File: src/rtl/dm_cache.sv
// Direct-mapped, write-through, no-write-allocate data cache in front of a
// req/ack backing memory; loads that hit return data in the same cycle.
module dm_cache #(
    parameter int LINES  = 16,
    parameter int ADDR_W = 14
) (
    input  logic              clk,
    input  logic              rst,
    input  logic              cpu_read,
    input  logic              cpu_write,
    input  logic [3:0]        cpu_wen,
    input  logic [ADDR_W-1:0] cpu_addr,
    input  logic [31:0]       cpu_wdata,
    output logic [31:0]       cpu_rdata,
    output logic              stall,
    output logic              mem_req,
    output logic              mem_we,
    output logic [3:0]        mem_wen,
    output logic [ADDR_W-1:0] mem_addr,
    output logic [31:0]       mem_wdata,
    input  logic [31:0]       mem_rdata,
    input  logic              mem_ack
);
    localparam int IDX_W = $clog2(LINES);
    localparam int TAG_W = ADDR_W - IDX_W;

    typedef enum logic [1:0] {
        IDLE  = 2'd0,
        RFILL = 2'd1,
        WTHRU = 2'd2
    } state_t;

    state_t            state;
    state_t            state_nx;
    logic [LINES-1:0]  valid;
    logic [TAG_W-1:0]  tag_mem  [LINES];
    logic [31:0]       data_mem [LINES];

    logic [IDX_W-1:0]  cpu_idx;
    logic [TAG_W-1:0]  cpu_tag;
    logic [IDX_W-1:0]  req_idx;
    logic [TAG_W-1:0]  req_tag;
    logic              cpu_hit;
    logic              req_hit;
    logic              start_wr;
    logic              start_rd;

    function automatic logic [31:0] merge_bytes(input logic [31:0] old_word,
                                                input logic [31:0] new_word,
                                                input logic [3:0]  wen);
        logic [31:0] res;
        res = old_word;
        for (int i = 0; i < 4; i++) begin
            if (wen[i]) begin
                res[8*i +: 8] = new_word[8*i +: 8];
            end
        end
        return res;
    endfunction

    assign cpu_idx  = cpu_addr[IDX_W-1:0];
    assign cpu_tag  = cpu_addr[ADDR_W-1:IDX_W];
    assign req_idx  = mem_addr[IDX_W-1:0];
    assign req_tag  = mem_addr[ADDR_W-1:IDX_W];
    assign cpu_hit  = valid[cpu_idx] && (tag_mem[cpu_idx] == cpu_tag);
    assign req_hit  = valid[req_idx] && (tag_mem[req_idx] == req_tag);
    // A store with no byte enables is a no-op, so the read path still applies.
    assign start_wr = cpu_write && (cpu_wen != 4'b0000);
    assign start_rd = cpu_read && !cpu_hit && !start_wr;

    // State register
    always_ff @(posedge clk or posedge rst) begin
        if (rst) begin
            state <= IDLE;
        end else begin
            state <= state_nx;
        end
    end

    // Next-state logic
    always_comb begin
        state_nx = state;
        case (state)
            IDLE: begin
                if (start_wr) begin
                    state_nx = WTHRU;
                end else if (start_rd) begin
                    state_nx = RFILL;
                end else begin
                    state_nx = IDLE;
                end
            end
            RFILL, WTHRU: begin
                if (mem_ack) begin
                    state_nx = IDLE;
                end else begin
                    state_nx = state;
                end
            end
            default: state_nx = IDLE;
        endcase
    end

    // CPU-side outputs: hit data, fill bypass and pipeline stall
    always_comb begin
        stall     = 1'b0;
        cpu_rdata = 32'h0000_0000;
        if (rst) begin
            stall     = 1'b0;
            cpu_rdata = 32'h0000_0000;
        end else begin
            case (state)
                IDLE: begin
                    if (start_wr || start_rd) begin
                        stall = 1'b1;
                    end else if (cpu_read) begin
                        cpu_rdata = data_mem[cpu_idx];
                    end else begin
                        cpu_rdata = 32'h0000_0000;
                    end
                end
                RFILL: begin
                    if (mem_ack) begin
                        cpu_rdata = mem_rdata;
                    end else begin
                        stall = 1'b1;
                    end
                end
                WTHRU: stall = !mem_ack;
                default: stall = 1'b0;
            endcase
        end
    end

    // Backing-memory request register; fields stay frozen until the ack edge
    always_ff @(posedge clk or posedge rst) begin
        if (rst) begin
            mem_req   <= 1'b0;
            mem_we    <= 1'b0;
            mem_wen   <= 4'b0000;
            mem_addr  <= '0;
            mem_wdata <= 32'h0000_0000;
        end else if (state == IDLE) begin
            if (start_wr || start_rd) begin
                mem_req   <= 1'b1;
                mem_we    <= start_wr;
                mem_wen   <= start_wr ? cpu_wen : 4'b0000;
                mem_addr  <= cpu_addr;
                mem_wdata <= cpu_wdata;
            end
        end else if (mem_ack) begin
            mem_req <= 1'b0;
        end
    end

    // Valid bits: set on fill completion
    always_ff @(posedge clk or posedge rst) begin
        if (rst) begin
            valid <= '0;
        end else if ((state == RFILL) && mem_ack) begin
            valid[req_idx] <= 1'b1;
        end
    end

    // Tag/data arrays: fill on read ack, byte-merge on write-through hit
    always_ff @(posedge clk) begin
        if ((state == RFILL) && mem_ack) begin
            tag_mem[req_idx]  <= req_tag;
            data_mem[req_idx] <= mem_rdata;
        end else if ((state == WTHRU) && mem_ack && req_hit) begin
            data_mem[req_idx] <= merge_bytes(data_mem[req_idx], mem_wdata, mem_wen);
        end
    end
endmodule

File: config.mk
export PLATFORM = sky130hd
export DESIGN_NAME = dm_cache
export DESIGN_NICKNAME = d
export VERILOG_FILES = /design/src/rtl/dm_cache.sv
export SDC_FILE = /design/constraint.sdc
export NUM_CORES = 1
export LEC_CHECK = 0
export ABC_AREA = 1
export CORE_UTILIZATION = 31
export DETAILED_ROUTE_END_ITERATION = 8
export PLACE_DENSITY = 0.59
export SETUP_SLACK_MARGIN = 0.4
export SYNTH_ARGS = -nofsm -noshare
export SYNTH_HDL_FRONTEND = slang
export SYNTH_SLANG_ARGS = --single-unit
File: constraint.sdc
create_clock -name clk -period 3.6 [get_ports clk]
set_input_delay 0.36 -clock clk [delete_from_list [all_inputs] [get_ports clk]]
set_output_delay 0.36 -clock clk [all_outputs]
set_load 0.03 [all_outputs]
-- Yosys cells after proc, flatten, opt, wreduce, memory -nomap -nowiden
Memories as Yosys holds them, arrays and structs flattened.
Index checks and enable logic that the tools add are counted.
- memories: 2
- output and inout port bits: 85
- bits in registers: 70
- bits in writable memories: 672
- memory list (name ; words ; bits a word ; rd ports ; clocked after memory_dff ; write ports ; RTL line ; RTL):
    data_mem ; 16 ; 32 ; 1 ; 0 ; 1 ; 37 ; logic [31:0] data_mem [LINES];
    tag_mem ; 16 ; 10 ; 2 ; 0 ; 1 ; 36 ; logic [TAG_W-1:0] tag_mem [LINES];
- bitwise gates (word level): 5
- order comparisons: 3
- muxes and demuxes: 44
- reduce and logical (&&, ||, !) cells: 23
- equality and inequality tests: 10
- operators with widths (kind ; number):
    $mux 32 ; 4
    $mux 8 ; 16
    $pmux 32 s2 ; 1
    $eq 10x10->1 ; 2
    $or 16x16->16 ; 1
    $mux 1 ; 15
    $ne 3x3->1 const B ; 4
    $reduce_and 2->1 ; 6
    $lt 4x5->1 const B ; 2
    $logic_and 1x1->1 ; 9
    $bmux 1 s4 ; 2
    $demux 1 s4 ; 1
    $ge 4x1->1 const B ; 1
    $mux 2 ; 2
    $mux 4 ; 1
    $ne 2x2->1 const B ; 2
    $or 1x1->1 ; 4
    $pmux 2 s2 ; 1
    $reduce_bool 4->1 ; 1
    $logic_not 1->1 ; 3
    $pmux 1 s3 ; 1
    $eq 2x1->1 const B ; 1
    $eq 2x2->1 const B ; 1
    $logic_not 2->1 ; 1
    3 further kinds ; 3

-- Depth between registers and ports, before layout
- word-level depth: 10
- depth in mapped cells: 20
- gate-level depth less buffers: 18

-- Least setup slack after synthesis
OpenSTA, ideal clock, no wires.
- kind: reg-to-reg
- from: reg mem_addr[0]
- to: mem data_mem[10][0] (enable)
- library setup time: 0.375 ns
- data required time: 3.225 ns
- cell stages (with the launch flop): 15
- data arrival time: 2.699 ns
- buffers on the path: 2
- path slack: 0.525 ns
- path through: dfrtp_1 > nand2_1 > inv_2 > buf_4 > nand2_1 > o21ai_1 > o21ai_1 > nand2_1 > nor2_1 > xor2_1 > nand3_2 > nor2_8 > nand3_4 > buf_6 > a21oi_1
- word-level cells in the longest chain between the ends: 9
- elaborated cells between the ends (all ways): 12
- those cells by class: eq/ne: 2; mux: 5; bitwise: 1; reduce/logical: 3; memory: 1
- RTL lines (element ; RTL line ; RTL):
    from (decl) ; 19 ; output logic [ADDR_W-1:0] mem_addr,
    from (signal assigned) ; 148 ; mem_addr <= cpu_addr;
    $mem_v2 16x10 / $bmux 1 s4 (equally long branches) ; -- ;
    $eq 10x10->1 / $mux 1 (equally long branches) ; 66 ; assign req_hit = valid[req_idx] && (tag_mem[req_idx] == req_tag);
    $logic_and 1x1->1 ; 66 ;
    $logic_and 1x1->1 ; 170 ; end else if ((state == WTHRU) && mem_ack && req_hit) begin
    $mux 1 ; 170 ;
    $mux 1 ; 167 ; if ((state == RFILL) && mem_ack) begin
    $mux 1 (implied by the code) ; 171 ; data_mem[req_idx] <= merge_bytes(data_mem[req_idx], mem_wdata, mem_wen);
    $reduce_and 2->1 (no line) ; -- ;
    $or 1x1->1 (no line) ; -- ;
    to (decl) ; 37 ;
Parallel ways exist; a longest one is shown, timed or not. The select of a mux whose other input is x is not followed.

-- Final worst setup path
- from: reg valid[13]
- to: out cpu_rdata[26]
- word-level cells in the longest chain between the ends: 10
- RTL lines (element ; RTL line ; RTL):
    from (decl) ; 35 ; logic [LINES-1:0] valid;
    from (signal assigned) ; 159 ; valid <= '0;
    from (signal, indexed assignment) ; 161 ; valid[req_idx] <= 1'b1;
    $bmux 1 s4 ; 65 ; assign cpu_hit = valid[cpu_idx] && (tag_mem[cpu_idx] == cpu_tag);
    $mux 1 (implied by the code) ; 65 ;
    $logic_and 1x1->1 ; 65 ;
    $logic_not 1->1 ; 69 ; assign start_rd = cpu_read && !cpu_hit && !start_wr;
    $logic_and 1x1->1 (2 in a row) ; 69 ;
    $logic_or 1x1->1 ; 114 ; if (start_wr || start_rd) begin
    $mux 32 ; 114 ;
    $pmux 32 s2 ; 112 ; case (state)
    $mux 32 ; 108 ; if (rst) begin
    to (decl) ; 14 ; output logic [31:0] cpu_rdata,
Every way passes these cells. The select of a mux whose other input is x is not followed.

==> flow_metrics.tcl <==
set metrics [dict create \
    status "finished, final reports clean" \
    diodes 0 \
    clkTransAtPathRegs_ns 0.06 \
    final_area_um2 40900 \
    syn_avg_cell_area_um2 11.0 \
    ys_seq_area_share_pct 67.7 \
    grt_antenna_before_repair 1 \
    clock_path_buffers 3 \
    layout_common_cells "edfxtp_1 (672), nand2_1 (438), nor2_1 (333)" \
    finClkSkew_ns 0.0395 \
    globalRoute.totalOverflow 0 \
    slew_headroom_pct 7.64 \
    core_area_um2 104000 \
    syn_area_um2 32400 \
    end_kind "output pin" \
    gp_congestion 0.890 \
    synth_nets 3028 \
    grt_pass1_wl_um 159000 \
    ios 172 \
    post_dp_cell_area_um2 37100 \
    worst_slew_pin_slew_ns 1.39 \
    dieHeight_um 325 \
    arrival_ns 2.96 \
    timing.fmax_mhz 302 \
    drtPass1Iterations 6 \
    die-area_um2 106000 \
    viasPerCell 5.36 \
    yosys_warnings 0 \
    grt_usage_pct 20.1 \
    grt_use_met2_pct 30.6 \
    power.density_nw_per_um2 614 \
    power_leakage_nw 14.4 \
    synth_area_leaders "edfxtp_1 (62%), nand2_1 (5.5%), dfrtp_1 (5.4%), o21ai_0 (4.9%), nor2_1 (4.0%)" \
    synth.area.mux_share_pct 0 \
    hold_viol 0 \
    rows 118 \
    grt_pass1_vias 23427 \
    grt_max_degree 133 \
    gr-usage-met1_pct 27.5 \
    die_x_um 325 \
    ir_drop_mv 0.496 \
    drc_errors 0 \
    final_common_cell "edfxtp_1" \
    yosysTopAreaCellShare_pct 62.3 \
    crit_type "reg2out" \
    yosysTopAreaCell "edfxtp_1" \
    ctsHoldBuffers 0 \
    synth_fa_ha_area_share_pct 0.154 \
    timing.hold.ws_ns 0.267 \
    syn-instance-count 2937 \
    initial_core_util_pct 31.3 \
    synth_compound_area_share_pct 13.5 \
    wirelength_um 110000 \
    clkLatencyLatePin_ns 0.65 \
    clock-sinks 742 \
    ys_ff_latch 742 \
    setup_tns_ns 0 \
    met3_usage_pct 5.52 \
    place_ws_ns 0.0325 \
    crit_required_ns 3.24 \
    final-setup-viol-count 0 \
    start_kind "flop" \
    r2r_slack_ns 0.42 \
    yosys.area_share.simple_pct 14.1 \
    io_buffers 171 \
    postRouteAntennaNets 0 \
    cap_viol_max_count 0 \
    final.setup.worst_slack_ns 0.283 \
    cts-root-buf "clkbuf_16" \
    synthDistinctLibCells 34 \
    cts_tree "done" \
    slew_violations 0 \
    drtIter0Drc 2838 \
    routed-via-count 24955 \
    post-dp-hpwl_um 67600 \
    area_growth_syn_to_layout_pct 26.2 \
    h-tree-depth 3 \
    layout.nets 3311 \
    rsz0062_at_grt "yes" \
    synth-xor-area-share_pct 0.0811 \
    grt-busiest-layer "met2" \
    drive_gt1_share_pct 17.6 \
    path_max_fanout 6 \
    post-route-period-util_pct 92.1 \
    cts_buffers 77 \
    min_period_ns 3.32 \
    wire_per_inst_um 23.6 \
    synth_top_family_by_area "simple AND/OR/NAND/NOR gates" \
    hp-class "in2reg" \
]
-- logic make-up after synthesis --
family                   Yosys count
AND/OR/NAND/NOR                 1089
AO/OA/AOI/OAI                    747
flip-flops                       742
adder cells (fa/ha/maj)            4
buffers and inverters            352
XOR/XNOR                           3
-- cells in the mapped netlist, drive strengths merged --
cell type,number
a21oi,134
a22oi,36
buf,75
clkbuf,142
clkinv,1
dfrtp,70
edfxtp,672
ha,4
inv,134
nand2,478
nand3,221
nand3b,2
nand4,36
nor2,349
nor3b,1
o211ai,49
o21ai,361
o21bai,2
o221ai,89
o22ai,75
o41a,1
or2,2
xor2,3
-- metrics by stage --
| step | utilization, % | cells | power, W |
|---|---|---|---|
| after floorplan | - | 2937 | 0.0140 |
| after global placement | 35.8 | 4475 | 0.0170 |
| after detailed placement | 35.8 | 4475 | 0.0170 |
| after CTS | 38.5 | 4630 | 0.0246 |
| after global routing | 39.5 | 4658 | 0.0259 |
| final | 39.5 | 4658 | 0.0251 |
-- final cells by class --
cell class                 count  area, um2
fill                        9902      62700
multi-input combinational   1849       9850
sequential                   742      21900
clock inverter                44        303
timing repair buffer         415       4510
tap                         1380       1730
inverter                     135        528
clock buffer                  93       2040
-- state kept, by name (all words and copies together), names as in the netlist, 2 cells and up --
register and flops:
valid 16, tag_mem 160, mem_addr 14, mem_wdata 32, mem_wen 4, state 2, data_mem 512
-- power by group --
part	internal (W)	switching [W]
combinational	0.00229	0.00436
clock	0.00419	0.00337
sequential	0.0101	0.000827
-- worst max-delay path, cell delays in order (launching register included) --
cell and delay, ns:
dfrtp_1 0.40, inv_1 0.07, nand2_1 0.06, nand3_1 0.08, nand3_1 0.11, nand2_1 0.05
nand2_1 0.05, nand2_1 0.12, a21oi_1 0.18, nand3_2 0.13, nor2_4 0.13, nand2_4 0.09
nand2_8 0.10, buf_12 0.14, buf_16 0.16, nand3_2 0.08, a21oi_2 0.20, buf_12 0.15
-- layer usage --
layer / part of all wire, % / vias to the layer above
met4: 3.1 / 2
li1: - / 11217
met1: 41 / 12276
met2: 45 / 1271
met5: 0.015 / -
met3: 11 / 189
-- path summary, 6_finish.rpt --
path	from	end	cells after the start
worst max-delay path	valid[13]	cpu_rdata[26]	17
worst min-delay path	cpu_wdata[13]	mem_wdata[13]	3
max in group asynchronous	rst	mem_addr[1]	3
worst min register to register	mem_we	mem_we	2
worst max register to register	mem_addr[1]	data_mem[15][12]	16
min in group asynchronous	rst	mem_wdata[17]	2
-- timing repair --
| item | 4_1_cts | 5_1_grt |
|---|---|---|
| pin swaps | 9 | 48 |
| buffers inserted | 15 | 19 |
| setup endpoints to repair | 450 | 1057 |
| resized for setup | 80 | 185 |
| gates cloned | 3 | 9 |
(Power assumes the default switching activity.)
